--- config.mk ---
export PLATFORM = sky130hd
export DESIGN_NAME = div
export DESIGN_NICKNAME = d
export VERILOG_FILES = /design/src/rtl/div.sv
export SDC_FILE = /design/constraint.sdc
export NUM_CORES = 1
export LEC_CHECK = 0
export CAP_MARGIN = 20
export CORE_ASPECT_RATIO = 2
export CORE_MARGIN = 4
export CORE_UTILIZATION = 60
export DETAILED_ROUTE_END_ITERATION = 7
export HOLD_SLACK_MARGIN = 0.12
export PLACE_DENSITY = 0.91
export RECOVER_POWER = 50
export SLEW_MARGIN = 20
export SYNTH_ARGS = -nofsm -noshare
export SYNTH_HDL_FRONTEND = slang
export SYNTH_SLANG_ARGS = --single-unit
--- constraint.sdc ---
create_clock -name clk -period 15.92 [get_ports clk]
set_clock_uncertainty 0.2 [all_clocks]
set_input_delay 3.184 -clock clk [delete_from_list [all_inputs] [get_ports clk]]
set_output_delay 3.184 -clock clk [all_outputs]
set_load 0.005 [all_outputs]
--- src/rtl/div.sv ---
// 32-bit radix-2 restoring divider, signed or unsigned, one quotient bit per cycle.
// Returns {remainder, quotient} and stalls the execute stage while it works.
module div (
  input  logic        clk,
  input  logic        rst,
  input  logic        signed_div_i,
  input  logic [31:0] opdata1_i,
  input  logic [31:0] opdata2_i,
  input  logic        start_i,
  input  logic        annul_i,
  output logic [63:0] result_o,
  output logic        ready_o,
  output logic        stallreq_o
);

  typedef enum logic [1:0] {FREE, BYZERO, ON, END} state_t;

  state_t      r_state;
  logic [5:0]  r_cnt;
  logic [31:0] r_rem;
  logic [31:0] r_quo;
  logic [31:0] r_dvs;
  logic        r_neg_q;
  logic        r_neg_r;

  logic        w_op1_neg;
  logic        w_op2_neg;
  logic [32:0] w_shift;
  logic [31:0] w_sub;
  logic        w_take;
  logic [31:0] w_rem_nx;
  logic [31:0] w_quo_nx;

  function automatic logic [31:0] cond_neg(input logic [31:0] v, input logic n);
    return n ? (~v + 32'd1) : v;
  endfunction

  assign w_op1_neg = signed_div_i & opdata1_i[31];
  assign w_op2_neg = signed_div_i & opdata2_i[31];

  // r_quo starts as the dividend magnitude and shifts quotient bits in from the right.
  assign w_shift  = {r_rem, r_quo[31]};
  assign w_take   = (w_shift >= {1'b0, r_dvs});
  assign w_sub    = w_shift[31:0] - r_dvs;
  assign w_rem_nx = w_take ? w_sub : w_shift[31:0];
  assign w_quo_nx = {r_quo[30:0], w_take};

  assign stallreq_o = ~rst & (((r_state == FREE) & start_i & ~annul_i) |
                              (r_state == BYZERO) | (r_state == ON));

  always_ff @(posedge clk or posedge rst) begin
    if (rst) begin
      r_state  <= FREE;
      r_cnt    <= 6'd0;
      r_rem    <= 32'd0;
      r_quo    <= 32'd0;
      r_dvs    <= 32'd0;
      r_neg_q  <= 1'b0;
      r_neg_r  <= 1'b0;
      ready_o  <= 1'b0;
      result_o <= 64'd0;
    end else begin
      case (r_state)
        FREE: begin
          if (start_i && !annul_i) begin
            r_quo   <= cond_neg(opdata1_i, w_op1_neg);
            r_dvs   <= cond_neg(opdata2_i, w_op2_neg);
            r_rem   <= 32'd0;
            r_cnt   <= 6'd0;
            r_neg_q <= w_op1_neg ^ w_op2_neg;
            r_neg_r <= w_op1_neg;
            r_state <= (opdata2_i == 32'd0) ? BYZERO : ON;
          end
        end
        BYZERO: begin
          if (annul_i) begin
            r_state <= FREE;
          end else begin
            r_state  <= END;
            ready_o  <= 1'b1;
            result_o <= 64'd0;
          end
        end
        ON: begin
          if (annul_i) begin
            r_state <= FREE;
          end else begin
            r_rem <= w_rem_nx;
            r_quo <= w_quo_nx;
            r_cnt <= r_cnt + 6'd1;
            // The 32nd iteration publishes its sign-corrected result directly.
            if (r_cnt == 6'd31) begin
              r_state  <= END;
              ready_o  <= 1'b1;
              result_o <= {cond_neg(w_rem_nx, r_neg_r), cond_neg(w_quo_nx, r_neg_q)};
            end
          end
        end
        END: begin
          if (annul_i || !start_i) begin
            r_state  <= FREE;
            ready_o  <= 1'b0;
            result_o <= 64'd0;
          end
        end
        default: begin
          r_state  <= FREE;
          ready_o  <= 1'b0;
          result_o <= 64'd0;
        end
      endcase
    end
  end

endmodule
; After elaboration in Yosys (flattened, before gate mapping)
; Index checks and enable logic that the tools add are counted.
; Widths: inputs -> output; s select.
[totals]
ff_bits = 171
in_bits = 69
word_cells = 83
[op_classes]
n_addsub = 6
order_cmp = 1
eq_ne = 10
muxes = 31
bitwise = 14
n_reduce_logical = 12
[op_table]
columns = op, n
row1 = $mux 32, 9
row2 = $mux 64, 4
row3 = $pmux 64 s3, 1
row4 = $add 32x1->32 const B, 4
row5 = $not 32->32, 4
row6 = $pmux 32 s2, 2
row7 = $ge 33x32->1, 1
row8 = $logic_not 32->1, 1
row9 = $sub 32x32->32, 1
row10 = $mux 2, 6
row11 = $mux 6, 2
row12 = $pmux 6 s2, 1
row13 = $pmux 2 s4, 1
row14 = $add 6x1->6 const B, 1
row15 = $eq 6x5->1 const B, 1
row16 = $ne 2x2->1 const B, 3
row17 = $reduce_and 3->1, 2
row18 = $and 1x1->1, 5
row19 = $reduce_and 5->1, 1
row20 = $eq 2x2->1 const B, 2
row21 = $mux 1, 4
row22 = $ne 2x1->1 const B, 2
row23 = $ne 3x2->1 const B, 1
row24 = $pmux 1 s3, 1
row25 = other kinds (11), 14

; Logic depth before layout (Yosys ltp)
; Gate-level depths: netlist (run 1).
[logic_depth]
depth_word = 8
ltp_mapped = 22

; Least setup slack after synthesis (run 1)
; No wires, ideal clock.
[synth_timing]
path_type = input-to-output
start = input start_i
end = output stallreq_o
arrival_ns = 4.132
path_slack_ns = 8.404
stages = 6
cell_sequence = inv_1 nor2_1 nand2_1 clkbuf_1 clkbuf_1 a21oi_1
[synth_between]
elab_chain_len = 5
[synth_lines]
columns = element, line
row1 = from (decl), 9  ; input logic start_i,
row2 = $and 1x1->1 (2 in a row), 48  ; assign stallreq_o = ~rst & (((r_state == FREE) & start_i & ~annul_i) |
row3 = $or 1x1->1, 48
row4 = $or 1x1->1, 49  ; (r_state == BYZERO) | (r_state == ON));
row5 = $and 1x1->1, 48
row6 = to (decl), 13  ; output logic stallreq_o
; No other way between the ends.

; Final worst setup path (run 1)
[layout_timing]
start = input annul_i
end = output stallreq_o
[layout_between]
elab_chain_len = 5
[layout_lines]
columns = element, line
row1 = from (decl), 10  ; input logic annul_i,
row2 = $not 1->1, 48
row3 = $and 1x1->1, 48
row4 = $or 1x1->1, 48
row5 = $or 1x1->1, 49
row6 = $and 1x1->1, 48
; No other way between the ends.

==> flow_summary.json, run 1 <==
{
  "critPathRequiredTime_ns": 12.54,
  "synthTopCellsByArea": "dfrtp_1 36%, o21ai_0 7.7%, nand2_1 5.6%",
  "synth_ff_type": "dfrtp_1",
  "synth.top_cells.by_count": "184 x o21ai_0, 178 x nand2_1, 171 x dfrtp_1, 85 x nor2_1, 84 x a21oi_1",
  "worst_pin_slew_ns": 4.49,
  "synthAdderAreaFrac_pct": 4.55,
  "die_h_um": 208,
  "status": "finished with violations",
  "synth_top_area_share_pct": 35.7,
  "drv_cap": 4,
  "drt_wl_total_um": 36300,
  "cts_hold_buf": 0,
  "fill_cells": 1491,
  "syn2layout_area_growth_pct": 16.8,
  "async_flop_share_pct": 100,
  "grtUsageTotal_pct": 32.9,
  "ys_seq_elements": 171,
  "post_cts_resized": 0,
  "ir_drop_v": 0.000113,
  "clkLatencyLatePin_ns": 0.45,
  "globalplace.congestion": 1.00,
  "drtPass1Iterations": 7,
  "netlist_instances": 1442,
  "synth_cell_types": 80,
  "synth_area_per_cell_um2": 8.31,
  "die_w_um": 108,
  "relSlewSlack_pct": -199,
  "p_per_area_nw_per_um2": 178,
  "cts_max_path_buffers": 2,
  "wire_per_inst_um": 20.1,
  "grt_pass1_wl_um": 58400,
  "min_period_over_period_pct": 62.7,
  "end_kind": "primary output",
  "hold_violations": 0,
  "whs_path_depth": 2,
  "core_area_um2": 19500,
  "synth_compound_area_share_pct": 23.3,
  "diodes": 0,
  "synth_top_area_cell": "dfrtp_1",
  "dieArea_um2": 22400,
  "htreeDepth": 4,
  "ys_warn_count": 0,
  "synthSimpleGateAreaFrac_pct": 18.6,
  "synth_fp_nets": 1554,
  "vias_per_cell": 6.43,
  "port_buffers": 134,
  "clock-sinks": 171,
  "violations": "capacitance limit, slew limit",
  "grt_max_degree": 87,
  "hpwl_um": 27100,
  "grt_overflow": 0,
  "start_kind": "input port",
  "row_count": 72,
  "drv_slew": 310,
  "synth-edff-count": 0,
  "grt_pass1_vias": 11600,
  "synth_xor_area_share_pct": 10.4,
  "nets": 1642,
  "antenna_found_initial": 0,
  "vias": 11600,
  "syn_area_um2": 12000,
  "clkSlewWorstSetupHoldPaths_ns": 0.07,
  "path_max_fanout": 70,
  "rsz0062_at_grt": "no",
  "hp-class": "reg -> reg",
  "drc_errors": 0,
  "synthMuxAreaShare_pct": 2.75,
  "drtAntennaViolNets": 0,
  "fin_tns_setup_ns": 0,
  "path_class": "in -> out",
  "cts_tree": "yes",
  "root_buffer": "clkbuf_16",
  "power.leakage_nw": 6.18,
  "drive_gt1_share_pct": 4.54,
  "rr_worst_depth": 17,
  "fin_crit_ns": 9.98,
  "initial_utilization_pct": 61.6,
  "setup_viol": 0,
  "cts_setup_buffers": 0,
  "synth_top_family_by_area": "compound AO/OA/AOI/OAI gates",
  "fin_util_pct": 71.9,
  "fmax_ghz": 0.100,
  "arrival_ns": 6.59,
  "io_pins": 135,
  "yosysMostFrequentCell": "o21ai_0",
  "ys_seq_area_share_pct": 35.7,
  "first_iter_violations": 833,
  "numCtsBuffers": 17
}
-- cell type report --
class / instances / area, µm² / area share [%]
sequential: 171 / 4280 / 30.6
clock buffer: 17 / 425 / 3.04
multi-input combinational: 1134 / 7150 / 51.1
inverter: 61 / 233 / 1.66
timing repair buffer: 145 / 1410 / 10.1
tap: 259 / 324 / 2.32
clock inverter: 15 / 165 / 1.18
-- through the flow --
step / cell area [µm²] / total power, W / hold slack, ns / worst slack, ns / std cells
after floorplan: 12000 / 0.00160 / 0.250 / 7.90 / 1442
after global placement: 13400 / 0.00201 / 0.260 / 7.47 / 1770
after detailed placement: 13400 / 0.00205 / 0.268 / 7.42 / 1770
after CTS: 14000 / 0.00249 / 0.281 / 7.40 / 1802
after global routing: 14000 / 0.00265 / 0.305 / 4.67 / 1802
final: 14000 / 0.00248 / 0.271 / 5.94 / 1802
-- cell families after synthesis --
group / after synthesis
AND/OR/NAND/NOR: 463
XOR/XNOR: 142
buffers and inverters: 137
flip-flops: 171
adder cells (fa/ha/maj): 43
multiplexers: 31
AO/OA/AOI/OAI: 455
-- where the power goes --
part	switching, W	internal [W]	total, W
Combinational	0.000807	0.000509	0.00132
Clock	0.000195	0.000235	0.000430
Sequential	0.000149	0.000590	0.000739
Total	0.00115	0.00133	0.00248
-- critical path, cell delays in order --
cell,delay [ns]
dlygate4sd3_1,0.61
nor2_1,0.13
nand2_2,0.08
clkbuf_1,1.78
a21oi_1,0.23
clkdlybuf4s50_1,0.54
-- sequential cells by signal, indices dropped and copies added, names as in the netlist --
name / count
ready_o: 1
r_neg_q: 1
r_cnt: 6
r_state: 2
result_o: 64
r_neg_r: 1
r_dvs: 32
r_rem: 32
r_quo: 32
-- layout by cell type (no fill, tap or decap), drive strengths merged, types with 7 or more instances in the layout --
cell type	netlist	routed
a22oi	32	32
o21ai	205	205
xnor2	69	69
a31oi	16	16
nand2	178	178
o41ai	7	7
or3	22	22
nor2	85	85
and2	10	10
xor2	73	73
a21o	15	15
clkbuf	54	20
ha	42	42
dfrtp	171	171
nand4	18	18
mux2i	29	29
nor3b	9	9
o211ai	7	7
inv	61	65
nor4	10	10
nand2b	12	12
nor3	30	30
nand3	53	53
dlygate4sd3	0	67
o31ai	36	36
buf	22	8
a21oi	85	85
clkdlybuf4s50	0	67
-- final timing paths --
check | start | endpoint | slack [ns]
worst max-delay path | annul_i | stallreq_o | 5.94
worst min-delay path | result_o[36] | result_o[36] | 0.27
worst max register to register | r_rem[8] | result_o[30] | 10.45
worst min register to register | result_o[36] | result_o[36] | 0.27
max in group asynchronous | rst | r_dvs[5] | 5.98
min in group asynchronous | rst | r_quo[1] | 4.14
-- metal layers --
| metal | wire [µm] | GRT usage [%] | vias up |
|---|---|---|---|
| li1 | - | - | 5343 |
| met1 | 12100 | 33.6 | 5565 |
| met2 | 19400 | 59.2 | 505 |
| met3 | 2130 | 5.63 | 174 |
| met4 | 2730 | 22.4 | 0 |
| met5 | 0 | 0 | - |
Power figures use the tool's default switching activity.
==> run 2, diff against run 1 <==
--- a/config.mk
+++ b/config.mk
@@ -8,10 +8,10 @@
 export CAP_MARGIN = 20
 export CORE_ASPECT_RATIO = 2
 export CORE_MARGIN = 4
-export CORE_UTILIZATION = 60
+export CORE_UTILIZATION = 58
 export DETAILED_ROUTE_END_ITERATION = 7
 export HOLD_SLACK_MARGIN = 0.12
-export PLACE_DENSITY = 0.91
+export PLACE_DENSITY = 0.89
 export RECOVER_POWER = 50
 export SLEW_MARGIN = 20
 export SYNTH_ARGS = -nofsm -noshare
==> constraint.sdc (replaced) <==
create_clock -name clk -period 10.05 [get_ports clk]
set_clock_uncertainty 0.2 [all_clocks]
set_input_delay 2.01 -clock clk [delete_from_list [all_inputs] [get_ports clk]]
set_output_delay 2.01 -clock clk [all_outputs]
set_load 0.005 [all_outputs]
==> run 2 against run 1 <==
The flow still finishes with violations (capacitance limit, slew limit). Via count decreased by 1.3%. Non-clock buffer count rose by 1. Largest cell class unchanged. Clock power rose by 63%. Global-route usage shrank 0.48 points. Flip-flop and latch count did not move. Sequential share of layout area decreased by 0.11 points. Highest routed layer unchanged. Worst hold slack better by 0.0012 ns. Power increased by 60%. Sequential power grew 58%.
==> flow_summary.json, run 2 (synthesis results as in run 1) <==
{
  "status": "finished with violations",
  "violations": "capacitance limit, slew limit",
  "largest_reg_flops": 64,
  "fmax_ghz": 0.148,
  "io_pins": 135,
  "relSlewSlack_pct": -113,
  "path_max_fanout": 59,
  "grt_pass1_vias": 11800,
  "cp_slowest_cell": "clkbuf_1",
  "fin_crit_ns": 6.75,
  "fin_tns_setup_ns": 0,
  "hold_violations": 0,
  "drc_errors": 0,
  "cp_cell_sequence": "dlygate4sd3_1, clkinvlp_2, clkbuf_1",
  "cpPeakStageDelay_ns": 2.34,
  "cts_max_path_buffers": 2,
  "cts_tree": "yes",
  "hpwl_um": 27200,
  "setup_viol": 0,
  "cts_hold_buf": 0,
  "startpoint": "rst",
  "drt_wl_total_um": 36500,
  "grt_pass1_wl_um": 58200,
  "htreeDepth": 4,
  "antenna_found_initial": 1,
  "critPathRequiredTime_ns": 9.71,
  "fin_cells": 1811,
  "nets": 1643,
  "fill_cells": 1628,
  "initial_utilization_pct": 58.8,
  "power.leakage_nw": 6.14,
  "layout_commonest_cell": "o21ai_0",
  "place_inst": 1778,
  "port_buffers": 134,
  "worst_pin_slew_ns": 3.20,
  "drv_cap": 4,
  "drive_gt1_share_pct": 4.66,
  "vias_per_cell": 6.32,
  "row_count": 74,
  "setup_ws_ns": 3.30,
  "rsz0062_at_grt": "no",
  "grt_max_degree": 71,
  "clkLatencyLatePin_ns": 0.46,
  "hp-class": "reg -> reg",
  "path_class": "in -> async",
  "grt_overflow": 0,
  "syn2layout_area_growth_pct": 17.2,
  "p_per_area_nw_per_um2": 284,
  "numCtsBuffers": 17,
  "dieArea_um2": 23200,
  "dp_slack_ns": 3.52,
  "first_iter_violations": 873,
  "globalplace.congestion": 0.972,
  "grtUsageTotal_pct": 32.4,
  "start_kind": "input port",
  "drtPass1Iterations": 6,
  "clkSlewWorstSetupHoldPaths_ns": 0.07,
  "min_period_over_period_pct": 67.2,
  "post_cts_resized": 0,
  "wire_per_inst_um": 20.2,
  "core_area_um2": 20400,
  "top_register": "result_o",
  "final_cell_mix": "184 x o21ai_0, 177 x nand2_1, 171 x dfrtp_1",
  "die_w_um": 110,
  "drtAntennaViolNets": 0,
  "arrival_ns": 6.41,
  "cts_setup_buffers": 0,
  "root_buffer": "clkbuf_16",
  "r2r_start": "r_rem[8]",
  "ir_drop_v": 0.000212,
  "drv_slew": 241,
  "end_kind": "asynchronous set/reset pin",
  "worstHoldStart": "result_o[36]",
  "vias": 11400,
  "clock-sinks": 171,
  "die_h_um": 211
}
[run 2: through the flow]
stage	hold WS [ns]	util [%]	area, µm²	total power, W
floorplan	0.250	-	12000	0.00254
global placement	0.261	65.9	13400	0.00320
detailed placement	0.269	65.9	13400	0.00327
CTS	0.284	69.0	14000	0.00399
global route	0.294	68.9	14000	0.00427
finish	0.273	68.9	14000	0.00398
[run 2: area by class of cell]
| type | instances | area (µm²) | share of cell area (%) |
|---|---|---|---|
| sequential | 171 | 4280 | 30.5 |
| tap | 266 | 333 | 2.37 |
| inverter | 61 | 233 | 1.66 |
| timing repair buffer | 146 | 1420 | 10.1 |
| clock inverter | 15 | 189 | 1.35 |
| clock buffer | 17 | 425 | 3.03 |
| multi-input combinational | 1134 | 7160 | 51.0 |
| antenna | 1 | 2.50 | 0.0178 |
[run 2: critical path: cells and delay by family]
| kind | cells | cell delay, ns |
|---|---|---|
| buffers and inverters | 3 | 4.36 |
[run 2: where the power goes]
group	internal, W	switching, W	leakage [nW]	total (W)
Sequential	0.000934	0.000232	2.27	0.00117
Combinational	0.000823	0.00129	3.58	0.00212
Clock	0.000396	0.000305	0.294	0.000701
Total	0.00215	0.00183	6.14	0.00398
[run 2: final timing paths]
kind                                end  slack [ns]  depth (start not counted)
setup / recovery               r_quo[0]        3.30                          3
hold / removal             result_o[36]        0.27                          2
setup reg to reg           result_o[30]        4.29                         17
hold reg to reg            result_o[36]        0.27                          2
max in group clk             stallreq_o        3.76                          6
min in group asynchronous       ready_o        2.53                          2
[run 2: metal layers]
layer / vias up / wire length (µm) / track usage, %
met4: 0 / 2900 / 24.9
met2: 498 / 19500 / 58.3
met3: 174 / 2230 / 6.61
met1: 5422 / 11900 / 31.2
met5: - / 0 / 0
li1: 5345 / - / -
